$ cat src/rtl/factory_test_pkg.sv
// Shared definitions for the second-generation factory test tile.
//
// Contents:
//   mode_e               - encodings of the ui_in[2:1] mode field
//   UI_*                 - bit positions of the control fields in ui_in
//   LFSR_TAPS_8..32      - maximal-length Galois (right-shifting) tap masks
//   default_lfsr_taps()  - picks the matching default tap mask for a width
package factory_test_pkg;

    typedef enum logic [1:0] {
        MODE_LOOP  = 2'd0,
        MODE_COUNT = 2'd1,
        MODE_LFSR  = 2'd2,
        MODE_SHIFT = 2'd3
    } mode_e;

    // Control field positions inside ui_in
    localparam int UI_OE_EN     = 0;
    localparam int UI_MODE_LO   = 1;
    localparam int UI_MODE_HI   = 2;
    localparam int UI_DIR_SDATA = 3;
    localparam int UI_LOAD      = 4;
    localparam int UI_PRESC_LO  = 5;
    localparam int UI_PRESC_HI  = 7;

    // Galois masks: MSB set, taps listed as polynomial exponents
    localparam logic [7:0]  LFSR_TAPS_8  = 8'hB8;          // 8,6,5,4
    localparam logic [15:0] LFSR_TAPS_16 = 16'hB400;       // 16,14,13,11
    localparam logic [23:0] LFSR_TAPS_24 = 24'hE10000;     // 24,23,22,17
    localparam logic [31:0] LFSR_TAPS_32 = 32'h80200003;   // 32,22,2,1

    // Default tap mask for a register width; widths without a table entry
    // fall back to the 8-bit mask and must be overridden by the user.
    function automatic logic [31:0] default_lfsr_taps(input int width);
        logic [31:0] taps;
        case (width)
            16:      taps = 32'(LFSR_TAPS_16);
            24:      taps = 32'(LFSR_TAPS_24);
            32:      taps = LFSR_TAPS_32;
            default: taps = 32'(LFSR_TAPS_8);
        endcase
        return taps;
    endfunction

endpackage

$ cat src/rtl/tt_reset_sync.sv
// Reset synchroniser: asserts asynchronously, deasserts synchronously.
// Reusable by any tile project that needs a clean internal reset.
//
// Parameters:
//   STAGES      - number of flops in the chain (1..4); rst_sync_n rises
//                 STAGES rising clock edges after rst_n rises
// Ports:
//   clk         - clock
//   rst_n       - raw asynchronous active-low reset
//   rst_sync_n  - synchronised active-low reset
module tt_reset_sync #(
    parameter int STAGES = 2
) (
    input  logic clk,
    input  logic rst_n,
    output logic rst_sync_n
);

    logic [STAGES-1:0] sync_reg;
    logic [STAGES-1:0] sync_next;

    // Constant one enters stage 0 and ripples toward the output
    genvar gi;
    generate
        for (gi = 0; gi < STAGES; gi++) begin : g_stage
            if (gi == 0) begin : g_first
                assign sync_next[gi] = 1'b1;
            end else begin : g_rest
                assign sync_next[gi] = sync_reg[gi-1];
            end
        end
    endgenerate

    always_ff @(posedge clk or negedge rst_n) begin
        if (!rst_n) begin
            sync_reg <= '0;
        end else begin
            sync_reg <= sync_next;
        end
    end

    assign rst_sync_n = sync_reg[STAGES-1];

endmodule

$ cat src/rtl/factory_test_gen2.sv
// Second-generation factory test user module for the mux tile.
// Selects between pin loopback, an up/down counter, a Galois LFSR and a
// serial shift register, each advancing at a programmable prescaled rate
// and loadable from the bidirectional pins.
//
// Parameters:
//   CNT_WIDTH   - width of the counter, LFSR and shift register (8..32)
//   LFSR_TAPS   - Galois feedback mask, bit CNT_WIDTH-1 must be set
//   SYNC_STAGES - depth of the reset deassertion synchroniser (1..4)
// Ports:
//   clk, rst_n  - clock and asynchronous active-low reset
//   ena         - tile powered indicator (not used)
//   ui_in       - [0] oe_en, [2:1] mode, [3] dir/sdata, [4] load,
//                 [7:5] prescale exponent P
//   uo_out      - observation byte
//   uio_in      - bidirectional pin inputs (load data, loopback source)
//   uio_out     - bidirectional pin outputs
//   uio_oe      - bidirectional pin drive enables (1 = drive)
module factory_test_gen2
    import factory_test_pkg::*;
#(
    parameter int                   CNT_WIDTH   = 8,
    parameter logic [CNT_WIDTH-1:0] LFSR_TAPS   = CNT_WIDTH'(default_lfsr_taps(CNT_WIDTH)),
    parameter int                   SYNC_STAGES = 2
) (
    input  logic       clk,
    input  logic       rst_n,
    input  logic       ena,
    input  logic [7:0] ui_in,
    output logic [7:0] uo_out,
    input  logic [7:0] uio_in,
    output logic [7:0] uio_out,
    output logic [7:0] uio_oe
);

    // ------------------------------------------------------------------
    // Control field decode
    // ------------------------------------------------------------------
    mode_e       mode;
    logic        oe_en;
    logic        dir_sdata;
    logic        load;
    logic [2:0]  presc_exp;

    assign mode      = mode_e'(ui_in[UI_MODE_HI:UI_MODE_LO]);
    assign oe_en     = ui_in[UI_OE_EN];
    assign dir_sdata = ui_in[UI_DIR_SDATA];
    assign load      = ui_in[UI_LOAD];
    assign presc_exp = ui_in[UI_PRESC_HI:UI_PRESC_LO];

    logic unused_ena;
    assign unused_ena = ena;

    // ------------------------------------------------------------------
    // Internal reset
    // ------------------------------------------------------------------
    logic rst_sync_n;
    logic rst_i;

    tt_reset_sync #(
        .STAGES (SYNC_STAGES)
    ) u_reset_sync (
        .clk        (clk),
        .rst_n      (rst_n),
        .rst_sync_n (rst_sync_n)
    );

    assign rst_i = ~rst_sync_n;

    // ------------------------------------------------------------------
    // Prescaler: tick when the low P bits are all ones. With P = 0 the
    // mask is empty, so the compare is always true and every cycle ticks.
    // ------------------------------------------------------------------
    logic [7:0] prescaler_reg;
    logic [7:0] prescaler_next;
    logic [7:0] presc_mask;
    logic       tick;

    assign presc_mask     = (8'd1 << presc_exp) - 8'd1;
    assign tick           = ((prescaler_reg & presc_mask) == presc_mask);
    assign prescaler_next = prescaler_reg + 8'd1;

    // ------------------------------------------------------------------
    // Mode registers: only the selected one moves, load beats tick
    // ------------------------------------------------------------------
    logic [CNT_WIDTH-1:0] cnt_reg,   cnt_next;
    logic [CNT_WIDTH-1:0] lfsr_reg,  lfsr_next;
    logic [CNT_WIDTH-1:0] shreg_reg, shreg_next;
    logic [CNT_WIDTH-1:0] load_val;

    assign load_val = CNT_WIDTH'(uio_in);

    always_comb begin
        cnt_next   = cnt_reg;
        lfsr_next  = lfsr_reg;
        shreg_next = shreg_reg;
        case (mode)
            MODE_COUNT: begin
                if (load) begin
                    cnt_next = load_val;
                end else if (tick) begin
                    cnt_next = dir_sdata ? cnt_reg - 1'b1 : cnt_reg + 1'b1;
                end
            end
            MODE_LFSR: begin
                if (load) begin
                    // An all-zero state would lock the LFSR forever
                    lfsr_next = (uio_in == 8'd0) ? CNT_WIDTH'(1) : load_val;
                end else if (tick) begin
                    lfsr_next = (lfsr_reg >> 1) ^ (lfsr_reg[0] ? LFSR_TAPS : '0);
                end
            end
            MODE_SHIFT: begin
                if (load) begin
                    shreg_next = load_val;
                end else if (tick) begin
                    shreg_next = {shreg_reg[CNT_WIDTH-2:0], dir_sdata};
                end
            end
            default: begin
                // Loopback holds all state
            end
        endcase
    end

    always_ff @(posedge clk or negedge rst_sync_n) begin
        if (!rst_sync_n) begin
            prescaler_reg <= '0;
            cnt_reg       <= '0;
            lfsr_reg      <= CNT_WIDTH'(1);
            shreg_reg     <= '0;
        end else begin
            prescaler_reg <= prescaler_next;
            cnt_reg       <= cnt_next;
            lfsr_reg      <= lfsr_next;
            shreg_reg     <= shreg_next;
        end
    end

    // ------------------------------------------------------------------
    // Output mux
    // ------------------------------------------------------------------
    logic [CNT_WIDTH-1:0] sel_reg;

    always_comb begin
        case (mode)
            MODE_LFSR:  sel_reg = lfsr_reg;
            MODE_SHIFT: sel_reg = shreg_reg;
            default:    sel_reg = cnt_reg;
        endcase
    end

    always_comb begin
        // Raw rst_n (not rst_i) makes uo_out transparent the moment the
        // reset pin goes low, which is what the IO continuity check wants.
        if (!rst_n) begin
            uo_out = ui_in;
        end else if (mode == MODE_LOOP) begin
            uo_out = uio_in;
        end else begin
            uo_out = sel_reg[7:0];
        end

        if (rst_i) begin
            uio_out = 8'd0;
        end else if (mode == MODE_LOOP) begin
            uio_out = ui_in;
        end else begin
            uio_out = sel_reg[CNT_WIDTH-1 -: 8];
        end

        // Loading reads the pins, so never fight the external driver then
        uio_oe = (!rst_i && oe_en && !load) ? 8'hFF : 8'h00;
    end

endmodule

$ cat config.mk
export PLATFORM = sky130hd
export DESIGN_NAME = factory_test_gen2
export DESIGN_NICKNAME = d
export VERILOG_FILES = /design/src/rtl/factory_test_pkg.sv /design/src/rtl/tt_reset_sync.sv /design/src/rtl/factory_test_gen2.sv
export SDC_FILE = /design/constraint.sdc
export NUM_CORES = 1
export LEC_CHECK = 0
export BUFFER_PORTS_ARGS = -buffer_cell sky130_fd_sc_hd__buf_4
export CAP_MARGIN = 15
export CORE_AREA = 2 2 83 85
export DETAILED_ROUTE_END_ITERATION = 12
export DIE_AREA = 0 0 85 87
export HOLD_SLACK_MARGIN = 0.03
export PLACE_DENSITY = 0.69
export REMOVE_ABC_BUFFERS = 1
export SLEW_MARGIN = 0
export SYNTH_ARGS = -nofsm -noshare
export SYNTH_HDL_FRONTEND = slang
export SYNTH_HIERARCHICAL = 1
export SYNTH_SLANG_ARGS = --single-unit
$ cat constraint.sdc
create_clock -name clk -period 5.5 [get_ports clk]
set_clock_uncertainty 0.2 [all_clocks]
set_input_delay 0.275 -clock clk [delete_from_list [all_inputs] [get_ports clk]]
set_output_delay 0.275 -clock clk [all_outputs]
set_load 0.005 [all_outputs]
Yosys cells after proc, flatten, opt, wreduce, memory -nomap -nowiden
Cells that the tools add are included. W data, S select, Z words.

Input bits: 19. Register bits after elaboration: 34. Output and inout port bits: 24. Word-level logic and storage cells: 40.

Equality and inequality tests: 4. Bitwise operators: 2. Mux-type cells: 15. Add/sub/neg operators: 4. Shift-type cells: 1. Reductions and logical operators: 9.

Operators by type and width (count): $mux W8 (14); $add A8 B1 Y8 const B (2); $pmux W8 S2 (1); $sub A8 B1 Y8 const B (2); $and A8 B8 Y8 (1); $eq A8 B8 Y1 (1); $logic_not A8 Y1 (1); $shl A1 B3 Y8 const A (1); $xor A7 B8 Y8 (1); $reduce_and A2 Y1 (3); $eq A2 B2 Y1 const B (2); $eq A2 B1 Y1 const B (1); $logic_and A1 B1 Y1 (2); $logic_not A2 Y1 (1); $reduce_bool A2 Y1 (1); $logic_not A1 Y1 (1).

Longest topological paths before layout
Gate-level depths: netlist of run 1.

Depth in word-level cells: 6. Mapped depth: 11. Mapped depth without buffers: 9.

Hierarchy
The synthesis of run 1 kept the hierarchy.

By module, submodules not included: factory_test_gen2 (area an instance 2474.9 sq um, times used 1, sequential area each 777.0 sq um, cells each 281); tt_reset_sync (area an instance 53.8 sq um, times used 1, sequential area each 50.0 sq um, cells each 3).

Worst setup path before layout of run 1
Ideal clock, no wire load.

Path type: input-to-reg. From: in ui_in[5]. To: reg lfsr_reg[1]. Stages on the path: 10. Path buffers: 2. Path slack: 2.938 ns. Data arrival time: 2.237 ns. Data required time: 5.175 ns. Setup time: 0.125 ns. Cells stage by stage: buf_2 or3_4 ha_1 xor2_1 o2bb2ai_1 a221oi_2 o22ai_1 nand2b_4 buf_6 mux2_4.

Cells in the longest elaborated chain, start to end: 6.

RTL lines: start: declaration (line factory_test_gen2.sv:29) `input logic [7:0] ui_in,`; $shl A1 B3 Y8 * (line factory_test_gen2.sv:79) `assign presc_mask = (8'd1 << presc_exp) - 8'd1;`; $sub A8 B1 Y8 * (line factory_test_gen2.sv:79); $and A8 B8 Y8 (line factory_test_gen2.sv:80) `assign tick = ((prescaler_reg & presc_mask) == presc_mask);`; $eq A8 B8 Y1 * (line factory_test_gen2.sv:80); $reduce_bool A2 Y1 (no line) *; $reduce_and A2 Y1 (no line) *; end signal: assignment (line factory_test_gen2.sv:135) `lfsr_reg <= lfsr_next;`; end: declaration (line factory_test_gen2.sv:87) `logic [CNT_WIDTH-1:0] lfsr_reg, lfsr_next;`.

Mark *: on every way between the ends. The rest lies on a longest branch, timed or not. A chain may end at the register's enable or synchronous reset.

Worst setup path in the final report of run 1
From: in ui_in[6]. To: reg cnt_reg[7].

Cells in the longest elaborated chain, start to end: 6.

RTL lines: $shl A1 B3 Y8 * (line factory_test_gen2.sv:79); $sub A8 B1 Y8 * (line factory_test_gen2.sv:79); $and A8 B8 Y8 (line factory_test_gen2.sv:80); $eq A8 B8 Y1 * (line factory_test_gen2.sv:80); $reduce_bool A2 Y1 (no line) *; $reduce_and A2 Y1 (no line) *; end signal: assignment (line factory_test_gen2.sv:134) `cnt_reg <= cnt_next;`; end: declaration (line factory_test_gen2.sv:86) `logic [CNT_WIDTH-1:0] cnt_reg, cnt_next;`.

Marks and branches as above.

==> impl_metrics.json, run 1 <==
{
  "p_leak_nw": 1.40,
  "slew_headroom": 0.537,
  "clkPwrFrac": 0.199,
  "p_switching_w": 0.000366,
  "reg2reg_depth": 7,
  "critPathCapture": "cnt_reg[7]",
  "synth.most_common_cell": "o21ai_0",
  "root_buffer": "clkbuf_8",
  "fin_crit_ns": 2.59,
  "switching_share": 0.351,
  "setup_viol": 0,
  "cts_buffer_depth": 2,
  "rsz0062_at_grt": "false",
  "overflow": 0,
  "worstSetupPathType": "primary input to flip-flop",
  "ys_ff_latch": 33,
  "fin_crit_sh": 0.471,
  "end_kind": "flip-flop",
  "finalMaxSlewViolations": 0,
  "gp_congestion": 0.821,
  "dieWidth_um": 85,
  "synth_top_cell_area_share": 0.317,
  "drc": 0,
  "grt_max_degree": 41,
  "power_frac_comb": 0.427,
  "ys_top_cells_by_count": "33 x o21ai_0, 32 x dfrtp_1, 25 x a21oi_1, 25 x nand2_1, 24 x inv_1",
  "yosysWarnings": 6,
  "synthTopCellsByArea": "dfrtp_1 32%, mux2_4 8.9%, o21ai_0 6.5%, a21oi_1 4.9%, ha_1 4.0%",
  "firstDrtPassIters": 4,
  "outcome": "complete, no violations",
  "synth-edff-count": 0,
  "max_freq_mhz": 386,
  "wire_per_inst_um": 14.6,
  "sequentialPowerShare": 0.373,
  "die_h_um": 87,
  "setup_ws_ns": 2.91,
  "cts_buffers": 5,
  "hold_violations": 0,
  "pre_cts_ws_ns": 2.61,
  "grt_pass1_vias": 2005,
  "grt_usage": 0.160,
  "core_um2": 6570,
  "h-tree-depth": 2,
  "synth_ff_type": "dfrtp_1",
  "maxCapViolations": 0,
  "clk_pin_slew_ns": 0.07,
  "layoutNonFillerInstCount": 392,
  "rrSetupSlack_ns": 3.22,
  "powerDensity_nw_per_um2": 357,
  "tightestPinTransition_ns": 0.691,
  "grt_pass1_wl_mm": 9.50,
  "num-fill-cells": 623,
  "rows": 30,
  "crit_fanout": 12,
  "synth.largest_area_cell": "dfrtp_1",
  "yosysSeqAreaShare": 0.327,
  "die_area_um2": 7400,
  "hp-class": "flip-flop to async pin",
  "drive_above_1_share": 0.253,
  "crit-reg2reg-capture": "cnt_reg[7]",
  "internal-power_w": 0.000676,
  "dpl.cell_count": 383,
  "initial_core_util": 0.385,
  "avgSynthCellArea_um2": 8.90,
  "critPathLaunchType": "primary input",
  "netlist_instances": 284,
  "arrival_ns": 2.61,
  "syn_area_um2": 2530,
  "cts_tree": "yes",
  "finalSetupTns_ns": 0,
  "synth_cell_types": 51,
  "diodes": 0,
  "place_hpwl_mm": 4.25,
  "startpoint": "ui_in[6]",
  "r2r_start": "cnt_reg[1]",
  "vdd_ir_drop_max_uv": 175,
  "antenna_found_initial": 0,
  "wirelength_mm": 5.73,
  "drt_iter0_drc": 121,
  "ant_nets": 0,
  "worstSkewPairLatency_ns": 0.29,
  "area_delta_synth_final_pct": 15.5,
  "ys_async_sr_fraction": 1.00,
  "floorplan.io_pins": 43,
  "required_ns": 5.52,
  "numClockSinks": 33,
  "num_vias": 2066,
  "viasPerCell": 5.27,
  "port-buffer-count": 41,
  "layout.nets": 339
}
-- worst min-delay path by stage --
stage                             start                       end  slack, ns  cells after the start
2_1_floorplan                     rst_n  u_reset_sync/sync_reg[0]      -0.22                      0
3_3_place_gp                      rst_n  u_reset_sync/sync_reg[0]      -0.07                      1
3_5_place_dp                      rst_n  u_reset_sync/sync_reg[1]      -0.07                      1
5_1_grt                       uio_in[7]                cnt_reg[7]       0.15                      3
4_1_cts        u_reset_sync/sync_reg[1]               lfsr_reg[5]       0.11                      1
6_report       u_reset_sync/sync_reg[1]              shreg_reg[7]       0.09                      1
-- routing by layer --
layer / up-vias / global-route usage / part of all wire
li1: 1026 / - / -
met1: 979 / 0.208 / 0.47
met2: 52 / 0.270 / 0.48
met3: 9 / 0.0275 / 0.037
met4: 0 / 0.0577 / 0.014
met5: - / 0 / 0
-- metrics by stage --
step	hold slack (ns)	util	cell area, um^2	total power [W]
3_3_place_gp	-0.0681	0.428	2810	0.000820
5_1_grt	0.148	0.445	2920	0.00112
4_1_cts	0.108	0.445	2920	0.00105
6_report	0.0851	0.445	2920	0.00104
2_1_floorplan	-0.221	-	2390	0.000705
3_5_place_dp	-0.0658	0.428	2810	0.000835
-- critical path: stages --
cell       delay, ns
buf_4           0.14
or3_4           0.40
ha_1            0.29
xor2_1          0.16
o2bb2ai_1       0.10
a221oi_2        0.30
o221ai_2        0.31
or4_1           0.54
nand3_1         0.08
-- repair_timing --
item / in CTS / in global routing
gates resized for setup: 0 / 0
setup buffers: 0 / 0
setup endpoints to repair: 0 / 0
hold buffers: 1 / 0
hold endpoints to repair: 2 / 0
-- cells in the final DEF (no fill, tap or decap), types with 2 or more instances in the layout --
master and instances:
buf_4 42, o21ai_0 33, dfrtp_1 32, nand2_1 25
a21oi_1 25, inv_1 24, nor2_1 16, mux2_4 15
mux2i_1 10, xnor2_1 8, nor2b_1 8, ha_1 8
clkbuf_8 7, nand3_1 6, xor2_1 6, mux2_2 6
o22ai_1 3, nor3_1 3, and3_1 2, and2_1 2
nand2b_1 2
-- cells by family after synthesis --
group / count (synthesis) / share of synthesized area
other cells: 1 / 0.00148
mux: 31 / 0.155
buf+inv: 48 / 0.0905
xor+xnor: 14 / 0.0485
simple gates: 73 / 0.150
flops: 33 / 0.327
compound gates: 75 / 0.180
fa+ha+maj: 9 / 0.0475
-- final cells by class --
class / instances / area, um^2 / share of cell area
Clock inverter: 1 / 5.00 / 0.00171
Inverter: 25 / 93.8 / 0.0321
Clock buffer: 7 / 96.3 / 0.0330
Sequential cell: 33 / 827 / 0.283
Tap cell: 80 / 100 / 0.0343
Multi-Input combinational cell: 203 / 1470 / 0.504
Timing Repair Buffer: 43 / 325 / 0.111
-- power by group through the flow --
| stage | combinational (W) | clock, W | sequential, W |
|---|---|---|---|
| after floorplan | 0.000332 | 0 | 0.000372 |
| after global placement | 0.000432 | 0 | 0.000389 |
| after detailed placement | 0.000446 | 0 | 0.000389 |
| after CTS | 0.000447 | 0.000211 | 0.000387 |
| after global routing | 0.000501 | 0.000223 | 0.000399 |
| final | 0.000445 | 0.000208 | 0.000389 |
Power figures use the tool's default switching activity.
==> run 2: changes to the inputs <==
==> constraint.sdc (replaced) <==
create_clock -name clk -period 2.7 [get_ports clk]
set_clock_uncertainty 0.2 [all_clocks]
set_input_delay 0.135 -clock clk [delete_from_list [all_inputs] [get_ports clk]]
set_output_delay 0.135 -clock clk [all_outputs]
set_load 0.005 [all_outputs]
==> run 2 against run 1 <==
Effect of this change:
- die area unchanged
- first-iteration DRC count decreased by 14%
- sequential power increased by 110%
- critical path depth unchanged
- sequential share of layout area decreased by 0.39 points
- power increased by 100%
- core utilization increased by 0.63 points
- critical endpoint unchanged
==> impl_metrics.json, run 2 (synthesized netlist as in run 1, its figures left out) <==
{
  "grt_max_degree": 40,
  "outcome": "complete, no violations",
  "required_ns": 2.72,
  "arrival_ns": 2.37,
  "place_hpwl_mm": 4.57,
  "vdd_ir_drop_max_uv": 363,
  "tightestPinTransition_ns": 0.673,
  "fin_crit_ns": 2.35,
  "drive_above_1_share": 0.257,
  "finalSetupTns_ns": 0,
  "rows": 30,
  "clk_pin_slew_ns": 0.06,
  "layout.nets": 346,
  "maxCapViolations": 0,
  "hold_violations": 0,
  "powerDensity_nw_per_um2": 702,
  "grt-busiest-layer": "met2",
  "viasPerCell": 5.16,
  "h-tree-depth": 2,
  "finalMaxSlewViolations": 0,
  "diodes": 0,
  "fin_util": 0.451,
  "initial_core_util": 0.385,
  "hp-class": "primary input to async pin",
  "die_area_um2": 7400,
  "firstDrtPassIters": 4,
  "grt_usage": 0.172,
  "critPathLaunchType": "primary input",
  "wire_per_inst_um": 14.9,
  "gr-usage-met3": 0.0303,
  "ctsResizeCount": 0,
  "overflow": 0,
  "grt_pass1_wl_mm": 10.1,
  "use_met1": 0.225,
  "die_h_um": 87,
  "dieWidth_um": 85,
  "crit_fanout": 9,
  "slowest_stage": "or4_1",
  "antenna_found_initial": 0,
  "slew_headroom": 0.550,
  "max_freq_mhz": 425,
  "met2_usage": 0.295,
  "setup_viol": 0,
  "root_buffer": "clkbuf_8",
  "grt_pass1_vias": 2043,
  "core_um2": 6570,
  "worstSkewPairLatency_ns": 0.29,
  "final_common_cell": "buf_4",
  "num_vias": 2057,
  "cts_tree": "yes",
  "ant_nets": 0,
  "fin_crit_sh": 0.871,
  "cts_buffers": 5,
  "area_delta_synth_final_pct": 17.1,
  "worstSetupPathType": "primary input to flip-flop",
  "crit_chain": "buf_4, or3_4, ha_1, xor2_1, o2bb2ai_1, a221oi_2, o221ai_2, or4_1, nand3_1",
  "p_leak_nw": 1.43,
  "rsz0062_at_grt": "false",
  "port-buffer-count": 41,
  "gp_congestion": 0.860,
  "wirelength_mm": 5.95,
  "floorplan.io_pins": 43,
  "numClockSinks": 33,
  "mostFrequentLayoutCells": "46 x buf_4, 33 x o21ai_0, 32 x dfrtp_1",
  "end_kind": "flip-flop",
  "cts_buffer_depth": 2,
  "cpPeakStageDelay_ns": 0.52,
  "drc": 0,
  "drt_iter0_drc": 104
}
run 2: cell count changes in the layout (fill, tap and decap cells not counted), sizes merged:
cell         delta
dlygate4sd3     +3
clkinv          +1
clkbuf          -1
buf             +4
run 2: worst max-delay path: cells and delay by family:
family	cells	cell delay, ns
AND/OR/NAND/NOR	3	1.00
XOR/XNOR	1	0.15
buffers and inverters	1	0.14
AO/OA/AOI/OAI	3	0.65
adder cells (fa/ha/maj)	1	0.29
run 2: what timing repair did:
item	CTS	global route
buffers inserted	0	0
hold buffers	4	0
hold endpoints to repair	9	0
run 2: power by group:
group          internal (W)  switching, W
registers          0.000648      0.000151
logic              0.000506      0.000411
clock network      0.000179      0.000186
total               0.00133      0.000748
run 2: path summary, 6_finish.rpt:
kind | startpoint | end | slack (ns) | cells past startpoint
setup / recovery | ui_in[6] | cnt_reg[7] | 0.35 | 9
hold / removal | rst_n | u_reset_sync/sync_reg[1] | 0.05 | 2
setup reg to reg | cnt_reg[1] | cnt_reg[7] | 0.43 | 7
hold reg to reg | u_reset_sync/sync_reg[0] | u_reset_sync/sync_reg[1] | 0.15 | 0
max in group asynchronous | u_reset_sync/sync_reg[1] | prescaler_reg[0] | 1.43 | 1
min in group clk | uio_in[6] | cnt_reg[6] | 0.07 | 4
run 2: final cells by class:
class / instances / area (um^2)
multi-input cells: 203 / 1470
fillers: 631 / 3610
repair buffers: 50 / 385
inverters: 25 / 93.8
flip-flops and latches: 33 / 827
clock inverters: 2 / 10.0
well taps: 80 / 100
clock buffers: 6 / 72.6
run 2: per-layer routing:
layer,part of all wire,vias to the layer above
li1,-,1043
met4,0.013,0
met2,0.50,35
met1,0.46,970
met5,0,-
met3,0.030,9
run 2: per-stage QoR:
step	instances	cell area [um^2]	total power, W	worst slack (ns)	hold slack [ns]
finish	399	2960	0.00208	0.348	0.0494
global route	399	2960	0.00225	0.121	0.0534
CTS	399	2960	0.00210	0.345	0.0312
detailed placement	387	2840	0.00172	0.0395	-0.207
global placement	387	2840	0.00168	0.0938	-0.209
floorplan	261	2390	0.00144	0.360	-0.361
